File: config.mk
export PLATFORM = sky130hd
export DESIGN_NAME = serial_adder_n
export DESIGN_NICKNAME = d
export VERILOG_FILES = /design/src/rtl/serial_adder_n.sv
export SDC_FILE = /design/constraint.sdc
export NUM_CORES = 1
export LEC_CHECK = 0
export CORE_ASPECT_RATIO = 1.4
export CORE_MARGIN = 2
export CORE_UTILIZATION = 31
export CTS_BUF_LIST = sky130_fd_sc_hd__clkbuf_16
export CTS_CLUSTER_DIAMETER = 30
export DETAILED_ROUTE_END_ITERATION = 8
export PLACE_DENSITY_LB_ADDON = 0.2
export SLEW_MARGIN = 20
export SYNTH_ARGS = -nofsm -noshare
export SYNTH_HDL_FRONTEND = slang
export SYNTH_SLANG_ARGS = --single-unit
File: constraint.sdc
create_clock -name clk -period 1.7 [get_ports clk]
set_input_delay 0.34 -clock clk [delete_from_list [all_inputs] [get_ports clk]]
set_output_delay 0.34 -clock clk [all_outputs]
set_load 0.005 [all_outputs]
File: src/rtl/serial_adder_n.sv
`default_nettype none
// =============================================================================
// Module   : serial_adder_n
// Brief    : Multi-cycle WIDTH-bit adder, DIGIT bits per clock, start/busy/done.
//            Optional macro SERADD_SUB_EN adds a 'sub' port (a - b mod 2^WIDTH).
// Revision : 1.0 - initial release
// =============================================================================
module serial_adder_n #(
  parameter int WIDTH = 8,
  parameter int DIGIT = 1
) (
  input  logic             clk,
  input  logic             rst,
  input  logic             start,
  input  logic [WIDTH-1:0] a,
  input  logic [WIDTH-1:0] b,
  input  logic             c_in,
`ifdef SERADD_SUB_EN
  input  logic             sub,
`endif
  output logic             busy,
  output logic             done,
  output logic [WIDTH-1:0] s,
  output logic             c_out
);

  localparam int NSTEP = WIDTH / DIGIT;
  localparam int CW    = $clog2(NSTEP) + 1;

  generate
    if (WIDTH < 1 || DIGIT < 1 || (WIDTH % DIGIT) != 0) begin : g_bad_param
      $error("serial_adder_n: WIDTH must be >= 1 and a multiple of DIGIT");
    end
  endgenerate

  typedef enum logic [1:0] {
    ST_IDLE = 2'd0,
    ST_RUN  = 2'd1,
    ST_DONE = 2'd2
  } state_t;

  state_t           r_state;
  state_t           w_state_next;
  logic [WIDTH-1:0] r_a;
  logic [WIDTH-1:0] r_b;
  logic [WIDTH-1:0] r_acc;
  logic             r_cy;
  logic [CW-1:0]    r_cnt;
  logic [DIGIT:0]   w_sum;
  logic [WIDTH-1:0] w_acc_next;
  logic [WIDTH-1:0] w_b_in;
  logic             w_cin;
  logic             w_load;

`ifdef SERADD_SUB_EN
  // Subtraction as a + ~b + 1; c_out=1 then means no borrow.
  assign w_b_in = sub ? ~b : b;
  assign w_cin  = sub ? 1'b1 : c_in;
`else
  assign w_b_in = b;
  assign w_cin  = c_in;
`endif

  assign w_load = start && (r_state == ST_IDLE || r_state == ST_DONE);
  assign w_sum  = {1'b0, r_a[DIGIT-1:0]} + {1'b0, r_b[DIGIT-1:0]} + {{DIGIT{1'b0}}, r_cy};

  generate
    if (DIGIT == WIDTH) begin : g_shift_single
      assign w_acc_next = w_sum[DIGIT-1:0];
    end else begin : g_shift_multi
      assign w_acc_next = {w_sum[DIGIT-1:0], r_acc[WIDTH-1:DIGIT]};
    end
  endgenerate

  always_ff @(posedge clk or posedge rst) begin
    if (rst) r_state <= ST_IDLE;
    else     r_state <= w_state_next;
  end

  always_comb begin
    w_state_next = r_state;
    case (r_state)
      ST_IDLE: if (start) w_state_next = ST_RUN;
      ST_RUN:  if (r_cnt == '0) w_state_next = ST_DONE;
      ST_DONE: w_state_next = start ? ST_RUN : ST_IDLE;
      default: w_state_next = ST_IDLE;
    endcase
  end

  assign busy = (r_state == ST_RUN);
  assign done = (r_state == ST_DONE);

  always_ff @(posedge clk or posedge rst) begin
    if (rst) begin
      r_a   <= '0;
      r_b   <= '0;
      r_acc <= '0;
      r_cy  <= 1'b0;
      r_cnt <= '0;
      s     <= '0;
      c_out <= 1'b0;
    end else if (w_load) begin
      r_a   <= a;
      r_b   <= w_b_in;
      r_cy  <= w_cin;
      r_cnt <= CW'(NSTEP - 1);
    end else if (r_state == ST_RUN) begin
      r_a   <= r_a >> DIGIT;
      r_b   <= r_b >> DIGIT;
      r_cy  <= w_sum[DIGIT];
      r_acc <= w_acc_next;
      // Result registers only move on the final digit, so they hold during RUN.
      if (r_cnt == '0) begin
        s     <= w_acc_next;
        c_out <= w_sum[DIGIT];
      end else begin
        r_cnt <= r_cnt - CW'(1);
      end
    end
  end

endmodule
`default_nettype wire

### Word level (Yosys, flattened, before mapping)

Cells that the tools add are included.

* register bits: 40
* output and inout port bits: 11

* bitwise operators: 1
* eq/ne operators: 5
* reduce and logical (&&, ||, !) cells: 9
* add/sub/neg operators: 3
* multiplexer cells: 13

Operators by type and width (count)
* $mux W8: 4
* $mux W4: 3
* $pmux W2 S3: 1
* $reduce_and A2 Y1: 3
* $logic_not A4 Y1: 1
* $mux W2: 2
* $ne A2 B2 Y1 const B: 2
* $sub A4 B1 Y4 const B: 1
* $mux W1: 3
* $reduce_and A3 Y1: 1
* $add A1 B1 Y2: 1
* $add A2 B1 Y2: 1
* $eq A2 B1 Y1 const B: 1
* $eq A2 B2 Y1 const B: 1
* $logic_not A2 Y1: 1
* $ne A2 B1 Y1 const B: 1
* $reduce_bool A2 Y1: 1
* $logic_and A1 B1 Y1: 1
* $logic_or A1 B1 Y1: 1
* $not A1 Y1: 1

### Logic depth before layout (Yosys ltp)

Gate-level depths: netlist of the first run.

* depth after elaboration: 5
* mapped depth: 5

### Worst setup path after synthesis of the first run

OpenSTA, ideal clock, no wires.

* kind: reg-to-reg
* start: reg r_cnt[0]
* end: reg c_out
* period minus slack after synthesis: 1.377 ns
* arrival time: 1.252 ns
* library setup time: 0.125 ns
* slack: 0.323 ns
* stages on the path, launching flop included: 6
* path buffers: 0
* required time: 1.575 ns
* cells stage by stage: dfrtp_1 > inv_1 > ha_1 > nor3b_4 > nand2_4 > mux2_2

* word-level cells in the longest chain between the ends: 2

RTL lines
* from (decl): RTL line 48 `logic [CW-1:0] r_cnt;`
* from (signal assigned): RTL line 106 `r_cnt <= CW'(NSTEP - 1);`
* from (signal assigned): RTL line 117 `r_cnt <= r_cnt - CW'(1);`
* $logic_not A4 Y1: RTL line 113 `if (r_cnt == '0) begin`
* $reduce_and A3 Y1 (no line)
* to (signal assigned): RTL line 115 `c_out <= w_sum[DIGIT];`
* to (decl): RTL line 24 `output logic c_out`

No other way between the ends.
A chain may end at the register's enable or synchronous reset.

### Worst setup path in the final report of the first run

* start: reg r_state[1]
* end: reg r_b[7]

* word-level cells in the longest chain between the ends: 4
* elaborated cells on any way between the ends: 7
* classes of those cells: 2 x eq/ne; 1 x mux; 4 x reduce/logical

RTL lines
* from (decl): RTL line 42 `state_t r_state;`
* from (signal assigned): RTL line 77 `else r_state <= w_state_next;`
* $eq A2 B2 Y1 / $logic_not A2 Y1 (equally long branches): RTL line 64 `assign w_load = start && (r_state == ST_IDLE || r_state == ST_DONE);`
* $logic_or A1 B1 Y1: RTL line 64
* $logic_and A1 B1 Y1: RTL line 64
* $mux W8 / $reduce_bool A2 Y1 (equally long branches)
* to (signal assigned): RTL line 104 `r_b <= w_b_in;`
* to (signal assigned): RTL line 109 `r_b <= r_b >> DIGIT;`
* to (decl): RTL line 45 `logic [WIDTH-1:0] r_b;`

Parallel ways exist; a longest one is shown, timed or not.

==> impl_summary.log, run 1 <==
[metrics] path category of the worst min-delay check: in2async
[metrics] Die Height: 91.3 microns
[metrics] critical path start-end classification: reg2reg
[metrics] number of violations reported at the end of detailed-routing iteration 0: 38
[metrics] Overflow after GRT: 0
[metrics] clock network fraction of total power: 0.244
[metrics] most used cell, CP: sky130_fd_sc_hd__buf_4
[metrics] most used flip-flop cell after synthesis: sky130_fd_sc_hd__dfrtp_1
[metrics] combinational cell fraction of total power: 0.373
[metrics] run status: finished, final reports clean
[metrics] Critical R2R Capture: r_b[7]$_DFFE_PP0P_
[metrics] Worst Max-Slew Pin Slew: 266 ps
[metrics] row cnt: 31
[metrics] PwrDens: approximately 1800 nW/um^2
[metrics] CP Buf/Inv Count: 4
[metrics] delay of the slowest cell on the worst path: between 300 and 400 ps
[metrics] number of setup violations in the final report: 0
[metrics] required arrival time at the worst endpoint: 1860 ps
[metrics] post-synth design cell area: 1690 sq um
[metrics] worst IR drop on VDD: slightly below 0.7 mV
[metrics] fill count: approximately 530
[metrics] Worst R2R Setup Slack: around 150 ps
[metrics] Net Count, Synth: between 150 and 200
[metrics] proportion of layout cells with a drive suffix above 1: 0.159
[metrics] final hold vios: 0
[metrics] router iterations before antenna repair: 4
[metrics] CTS Root Buffer Type: sky130_fd_sc_hd__clkbuf_16
[metrics] Port Buf Inserts: 30
[metrics] cell type of the slowest stage on the worst timing path: sky130_fd_sc_hd__dfrtp_1
[metrics] diode count: 0
[metrics] startpoint types: flip-flop
[metrics] I/O pins: 31
[metrics] clock latency reported for the late side of the worst-skew pair: around 280 ps
[metrics] floorplan die area: a little over 6000 sq um
[metrics] post-DR vias/cell: 4.71
[metrics] setup ws final: 147 ps
[metrics] number of placed instances, taps included: about 240
[metrics] CP Max Fanout: 15
[metrics] DRC violation count after routing: 0
[metrics] number of buffers inserted during clock tree synthesis: 5
[metrics] sequential cell fraction of total power: 0.383
[metrics] area share of the largest cell type after synthesis: 0.578
[metrics] top cells by area in the synthesized netlist: sky130_fd_sc_hd__dfrtp_1 (58%), sky130_fd_sc_hd__nand2_1 (6.7%), sky130_fd_sc_hd__mux2i_1 (6.5%), sky130_fd_sc_hd__mux2_2 (6.0%), sky130_fd_sc_hd__a22o_1 (4.2%)
[metrics] Core Region: between 5000 and 6000 sq um
[metrics] Total Power: roughly 0.0042 W
[metrics] GRT Overall Usage: 0.120
[metrics] total number of yosys warnings: 0
[metrics] setup repair after global routing missed its margin: no
[metrics] sequential element share of the synthesized area: 0.578
[metrics] Clock Sinks: 39
[metrics] HPWL after detailed placement: 2130 microns
[metrics] number of nets in the final layout: 203
[metrics] cell class contributing the biggest share of worst-path delay: buffers and inverters
[metrics] Switch Pwr: approximately 0.0013 W
[metrics] Max-Cap Viols: 0
[metrics] Worst EP arrival: ~1700 ps
[metrics] initial standard-cell utilization of the core: 0.325
[metrics] number of hold buffers added after cts: 0
[metrics] category of the worst setup path capture point: flip-flop
[metrics] drt wl/cell: approximately 13 microns
[metrics] TritonCTS clock tree: built
[metrics] EDFF count, synth: 0
[metrics] final-layout setup total negative slack: 0 ps
[metrics] share of the clock period used by the worst path: 0.914
[metrics] die span in x: 66.4 microns
[metrics] wirelength, routed: 3120 microns
[metrics] worst slack after detailed placement: between 100 and 150 ps
[metrics] maximum clock rate: 644 MHz
[metrics] cell accounting for the most synthesized area: sky130_fd_sc_hd__dfrtp_1
[metrics] post-route non-filler standard cell count: 248
[metrics] via total after detailed routing: 1169
[metrics] maximum buffer depth of the clock tree: 2
[metrics] last weighted congestion value of the routability-driven placer: 0.748
[metrics] Register-to-Register Path Depth: 7
[metrics] largest net degree at the start of global routing: 40
[metrics] clock-pin slew reported for the worst setup and hold paths after clock tree synthesis: roughly 60 ps
[metrics] maximum level of the CTS H-tree: 2
[metrics] number of synthesized register bits: 39
[metrics] Synth async-reset ratio: 1.00
[metrics] antenna violations before repair: 0
[metrics] CP cell instances: nand2b_4, inv_8, buf_4, buf_4, nor2_1, buf_4, a22o_1
[metrics] start of the worst register-to-register path: r_state[1]$_DFFE_PP0P_
[metrics] shortest period the worst path allows: roughly 1600 ps
[metrics] post-synthesis average cell area: approximately 12 sq um
[metrics] count of unique library cells instantiated by Yosys: 26
[metrics] wire length of the first global-routing pass: 5460 microns
[metrics] gate count of the mapped netlist: 143
[metrics] multi-input combinational cell area: 649 sq um
[metrics] Slew Viols, Final: 0
[metrics] Internal Dissipation: 0.00289 W
[metrics] Worst slew margin: 0.820
[metrics] Leak: 1.13 nW
[metrics] count of nets left with antenna violations after detail routing: 0
[metrics] total area of sequential cells: 976 sq um
[metrics] switching share of total power: 0.313
[metrics] area growth from synthesis to final layout: 34.9%
[metrics] via count of the first global-routing pass: 1166
[metrics] clock skew: 3.39 ps
[worst register-to-register path, delay by kind of cell (launching register included)]
family	cells	cell delay (ps)
buffers and inverters	4	640
AOI/OAI and AO/OA	1	180
DFF	1	370
and+or+nand+nor	2	230
[routing by layer]
metal,up-vias,global-route usage,part of all wire
li1,567,-,-
met1,568,0.145,0.44
met2,27,0.188,0.49
met3,7,0.0409,0.051
met4,0,0.0595,0.022
met5,-,0,0
[worst max path at each step]
stage | from | to | depth (start not counted)
after floorplan | r_cnt[0]$_DFFE_PP0P_ | c_out$_DFFE_PP0P_ | 5
after global placement | start | r_b[3]$_DFFE_PP0P_ | 5
after detailed placement | start | r_a[7]$_DFFE_PP0P_ | 5
after CTS | r_state[0]$_DFFE_PP0P_ | done | 2
after global routing | r_state[1]$_DFFE_PP0P_ | r_b[7]$_DFFE_PP0P_ | 7
final | r_state[1]$_DFFE_PP0P_ | r_b[7]$_DFFE_PP0P_ | 7
[area by class of cell]
cell class,count,area share
inverter,5,0.0115
clock buffer,5,0.0549
tap,66,0.0363
multi-input combinational,93,0.285
sequential,39,0.429
timing repair buffer,37,0.166
clock inverter,3,0.0170
[cell families after synthesis]
group / count (synthesis) / share of synthesized area
and+or+nand+nor: 45 / 0.129
DFF: 39 / 0.578
adders and majority gates: 2 / 0.0193
buffers and inverters: 11 / 0.0385
AOI/OAI and AO/OA: 26 / 0.110
muxes: 20 / 0.125
[repair_timing]
action	4_1_cts	5_1_grt
gates resized for setup	2	1
buffers inserted	1	0
endpoints found under the setup margin	1	1
pin swaps	0	0
[registers in the layout, indices dropped and copies added, names as in the netlist]
signal	flops
r_a	8
r_b	8
s	8
r_acc	7
r_cnt	4
r_state	2
c_out	1
r_cy	1
[synth_stat cells (all sizes together) (2+ instances only)]
cell   number
inv         5
buf         6
nor2b       2
a21o        7
mux2i      11
a22o        8
nor2        6
o21ai       8
dfrtp      39
nand2      31
mux2        9
[power by group through the flow]
stage | registers (W) | logic, W | clock network (W)
4_1_cts | 0.00162 | 0.00161 | 0.00107
2_1_floorplan | 0.00158 | 0.00107 | 0
3_3_place_gp | 0.00161 | 0.00153 | 0
3_5_place_dp | 0.00163 | 0.00158 | 0
5_1_grt | 0.00167 | 0.00177 | 0.00111
6_report | 0.00161 | 0.00157 | 0.00103
[cell usage in the layout (no fill, tap or decap), types with 2 or more instances in the layout]
master                            count
sky130_fd_sc_hd__mux2i_1             11
sky130_fd_sc_hd__a21o_1               7
sky130_fd_sc_hd__nand2_1             30
sky130_fd_sc_hd__dfrtp_1             39
sky130_fd_sc_hd__buf_4                5
sky130_fd_sc_hd__o21ai_0              8
sky130_fd_sc_hd__inv_1                4
sky130_fd_sc_hd__nor2_1               6
sky130_fd_sc_hd__buf_12               2
sky130_fd_sc_hd__clkdlybuf4s50_1     28
sky130_fd_sc_hd__a22o_1               8
sky130_fd_sc_hd__clkbuf_16            5
sky130_fd_sc_hd__mux2_2               9
[metrics by stage]
stage               hold WS (ps)  instance area (sq um)  utilization
floorplan                    442                   1690            -
global placement             457                   2100        0.404
detailed placement           467                   2100        0.404
CTS                          426                   2270        0.438
global route                 456                   2280        0.438
finish                       422                   2280        0.438
(Power assumes the default switching activity.)
==> run 2, diff against run 1 <==
PLACE_DENSITY_LB_ADDON = unset   (was 0.2)
==> run 2 against run 1 <==
Sequential power barely moved; critical path depth fell by 2; worst setup slack better by 8.5 ps; first-iteration DRC count rose to 2.8 times the previous value; cell area is 1.0% lower; highest routed layer unchanged; non-clock buffer count down 1; via count rose by 1.0%; clock skew is essentially flat; final cell count fell by 0.40%; flip-flop and latch count unchanged; routed wire length increased by 6.9%.
==> impl_summary.log, run 2 (same netlist as run 1, synthesis figures left out) <==
[metrics] initial standard-cell utilization of the core: 0.325
[metrics] number of buffers inserted during clock tree synthesis: 5
[metrics] Die Height: 91.3 microns
[metrics] finished layout cell area: 2250 sq um
[metrics] area growth from synthesis to final layout: 33.5%
[metrics] HPWL after detailed placement: 2430 microns
[metrics] Critical R2R Capture: s[3]$_DFFE_PP0P_
[metrics] number of hold buffers added after cts: 0
[metrics] hold slack final: 436 ps
[metrics] Leak: 1.11 nW
[metrics] final hold vios: 0
[metrics] start of the worst register-to-register path: r_cnt[0]$_DFFE_PP0P_
[metrics] largest registers ranked by flip-flop count: r_a (8), r_b (8), s (8)
[metrics] count of nets left with antenna violations after detail routing: 0
[metrics] floorplan die area: 6060 sq um
[metrics] Worst EP arrival: approximately 1700 ps
[metrics] combinational cell fraction of total power: 0.390
[metrics] Clock Sinks: 39
[metrics] maximum clock rate: 647 MHz
[metrics] router iterations before antenna repair: 4
[metrics] clock-pin slew reported for the worst setup and hold paths after clock tree synthesis: 60 ps
[metrics] switching share of total power: 0.329
[metrics] startpoint types: flip-flop
[metrics] CTS Root Buffer Type: sky130_fd_sc_hd__clkbuf_16
[metrics] clock skew: 3.08 ps
[metrics] wirelength, routed: 3340 microns
[metrics] share of the clock period used by the worst path: 0.909
[metrics] Worst R2R Setup Slack: 160 ps
[metrics] setup repair after global routing missed its margin: no
[metrics] antenna violations before repair: 0
[metrics] clock network fraction of total power: 0.212
[metrics] last weighted congestion value of the routability-driven placer: between 0.7 and 0.8
[metrics] row cnt: 31
[metrics] most common cell after layout, fill and taps aside: sky130_fd_sc_hd__dfrtp_1
[metrics] Worst slew margin: 0.766
[metrics] worst IR drop on VDD: 0.499 mV
[metrics] Port Buf Inserts: 30
[metrics] Core Region: 5200 sq um
[metrics] Worst Max-Slew Pin Slew: ~350 ps
[metrics] via count of the first global-routing pass: 1255
[metrics] Switch Pwr: between 0.001 and 0.0015 W
[metrics] sequential cell fraction of total power: 0.398
[metrics] fill count: 504
[metrics] Max-Cap Viols: 0
[metrics] critical path start-end classification: reg2reg
[metrics] number of nets in the final layout: 202
[metrics] path category of the worst min-delay check: in2async
[metrics] run status: finished, final reports clean
[metrics] Register-to-Register Path Depth: 5
[metrics] final-layout setup total negative slack: 0 ps
[metrics] post-DR vias/cell: ~4.8
[metrics] number of setup violations in the final report: 0
[metrics] proportion of layout cells with a drive suffix above 1: 0.160
[metrics] number of violations reported at the end of detailed-routing iteration 0: approximately 110
[metrics] clock latency reported for the late side of the worst-skew pair: roughly 280 ps
[metrics] die span in x: around 66 microns
[metrics] maximum level of the CTS H-tree: 2
[metrics] wire length of the first global-routing pass: between 5000 and 6000 microns
[metrics] Slew Viols, Final: 0
[metrics] largest net degree at the start of global routing: 40
[metrics] via total after detailed routing: about 1200
[metrics] GRT Overall Usage: 0.125
[metrics] PwrDens: 1810 nW/um^2
[metrics] highest-count cells in the layout ignoring fill and taps: sky130_fd_sc_hd__dfrtp_1 (38), sky130_fd_sc_hd__nand2_1 (30), sky130_fd_sc_hd__clkdlybuf4s50_1 (28), sky130_fd_sc_hd__mux2i_1 (11), sky130_fd_sc_hd__mux2_2 (9)
[metrics] Internal Dissipation: 0.00274 W
[metrics] drt wl/cell: 13.5 microns
[metrics] DRC violation count after routing: 0
[metrics] maximum buffer depth of the clock tree: 2
[metrics] shortest period the worst path allows: 1540 ps
[metrics] TritonCTS clock tree: built
[metrics] standard cell area after detailed placement: approximately 2100 sq um
[metrics] required arrival time at the worst endpoint: 1860 ps
[metrics] diode count: 0
[metrics] Overflow after GRT: 0
[metrics] I/O pins: 31
[metrics] CP Max Fanout: 10
[metrics] category of the worst setup path capture point: flip-flop
[run 2: cell count changes in the layout (fill, tap and decap cells not counted)]
cell / before / now
sky130_fd_sc_hd__buf_4: 5 / 4
sky130_fd_sc_hd__bufinv_16: 1 / 0
sky130_fd_sc_hd__clkinv_1: 1 / 2
sky130_fd_sc_hd__clkinv_2: 1 / 0
sky130_fd_sc_hd__clkinvlp_4: 0 / 1
sky130_fd_sc_hd__dfrtp_1: 39 / 38
sky130_fd_sc_hd__dfrtp_2: 0 / 1
sky130_fd_sc_hd__dlygate4sd2_1: 1 / 0
sky130_fd_sc_hd__dlymetal6s2s_1: 1 / 2
sky130_fd_sc_hd__nor2_1: 6 / 5
sky130_fd_sc_hd__nor2_2: 0 / 1
[run 2: through the flow]
stage | std cells | util | power, W | setup WS (ps)
global placement | 238 | 0.403 | 0.00313 | 120
floorplan | 143 | - | 0.00265 | 323
detailed placement | 238 | 0.403 | 0.00324 | 53.6
finish | 247 | 0.434 | 0.00409 | 155
global route | 247 | 0.434 | 0.00442 | 37.2
CTS | 247 | 0.432 | 0.00415 | 2.51
[run 2: layer usage]
layer,part of all wire,track usage,up-vias,wire [microns]
li1,-,-,560,-
met1,0.40,0.141,588,1350
met2,0.53,0.218,26,1770
met3,0.041,0.0310,7,137
met4,0.022,0.0561,0,74
met5,0,0,-,0
[run 2: timing repair]
item | 4_1_cts | 5_1_grt
buffers inserted | 1 | 0
gates resized for setup | 1 | 4
setup endpoints to repair | 1 | 10
[run 2: worst max path at each step]
| stage | slack [ps] | cells past startpoint | startpoint | end |
|---|---|---|---|---|
| floorplan | 320 | 5 | r_cnt[0]$_DFFE_PP0P_ | c_out$_DFFE_PP0P_ |
| global placement | 120 | 4 | start | r_b[7]$_DFFE_PP0P_ |
| detailed placement | 50 | 4 | start | r_b[7]$_DFFE_PP0P_ |
| CTS | 3 | 2 | r_state[0]$_DFFE_PP0P_ | done |
| global route | 40 | 5 | r_cnt[0]$_DFFE_PP0P_ | s[7]$_DFFE_PP0P_ |
| finish | 160 | 5 | r_cnt[0]$_DFFE_PP0P_ | s[3]$_DFFE_PP0P_ |
[run 2: layout make-up]
class,instances,area (sq um),share of cell area
clock buffer,5,125,0.0555
clock inverter,3,15.0,0.00666
inverter,5,26.3,0.0117
multi-input combinational,93,652,0.289
sequential,39,977,0.434
tap,66,82.6,0.0366
timing repair buffer,36,375,0.167
[run 2: worst max-delay path, stage by stage (launching register included)]
cell                      delay [ps]
sky130_fd_sc_hd__dfrtp_1         420
sky130_fd_sc_hd__inv_1            90
sky130_fd_sc_hd__ha_1            210
sky130_fd_sc_hd__nor3b_4         260
sky130_fd_sc_hd__nand2_4         140
sky130_fd_sc_hd__mux2_2          300
[run 2: power groups by stage]
stage / clock network (W) / registers (W) / logic, W
6_report: 0.000868 / 0.00163 / 0.00159
5_1_grt: 0.000938 / 0.00169 / 0.00179
4_1_cts: 0.000892 / 0.00163 / 0.00163
3_5_place_dp: 0 / 0.00164 / 0.00160
3_3_place_gp: 0 / 0.00161 / 0.00152
2_1_floorplan: 0 / 0.00158 / 0.00107
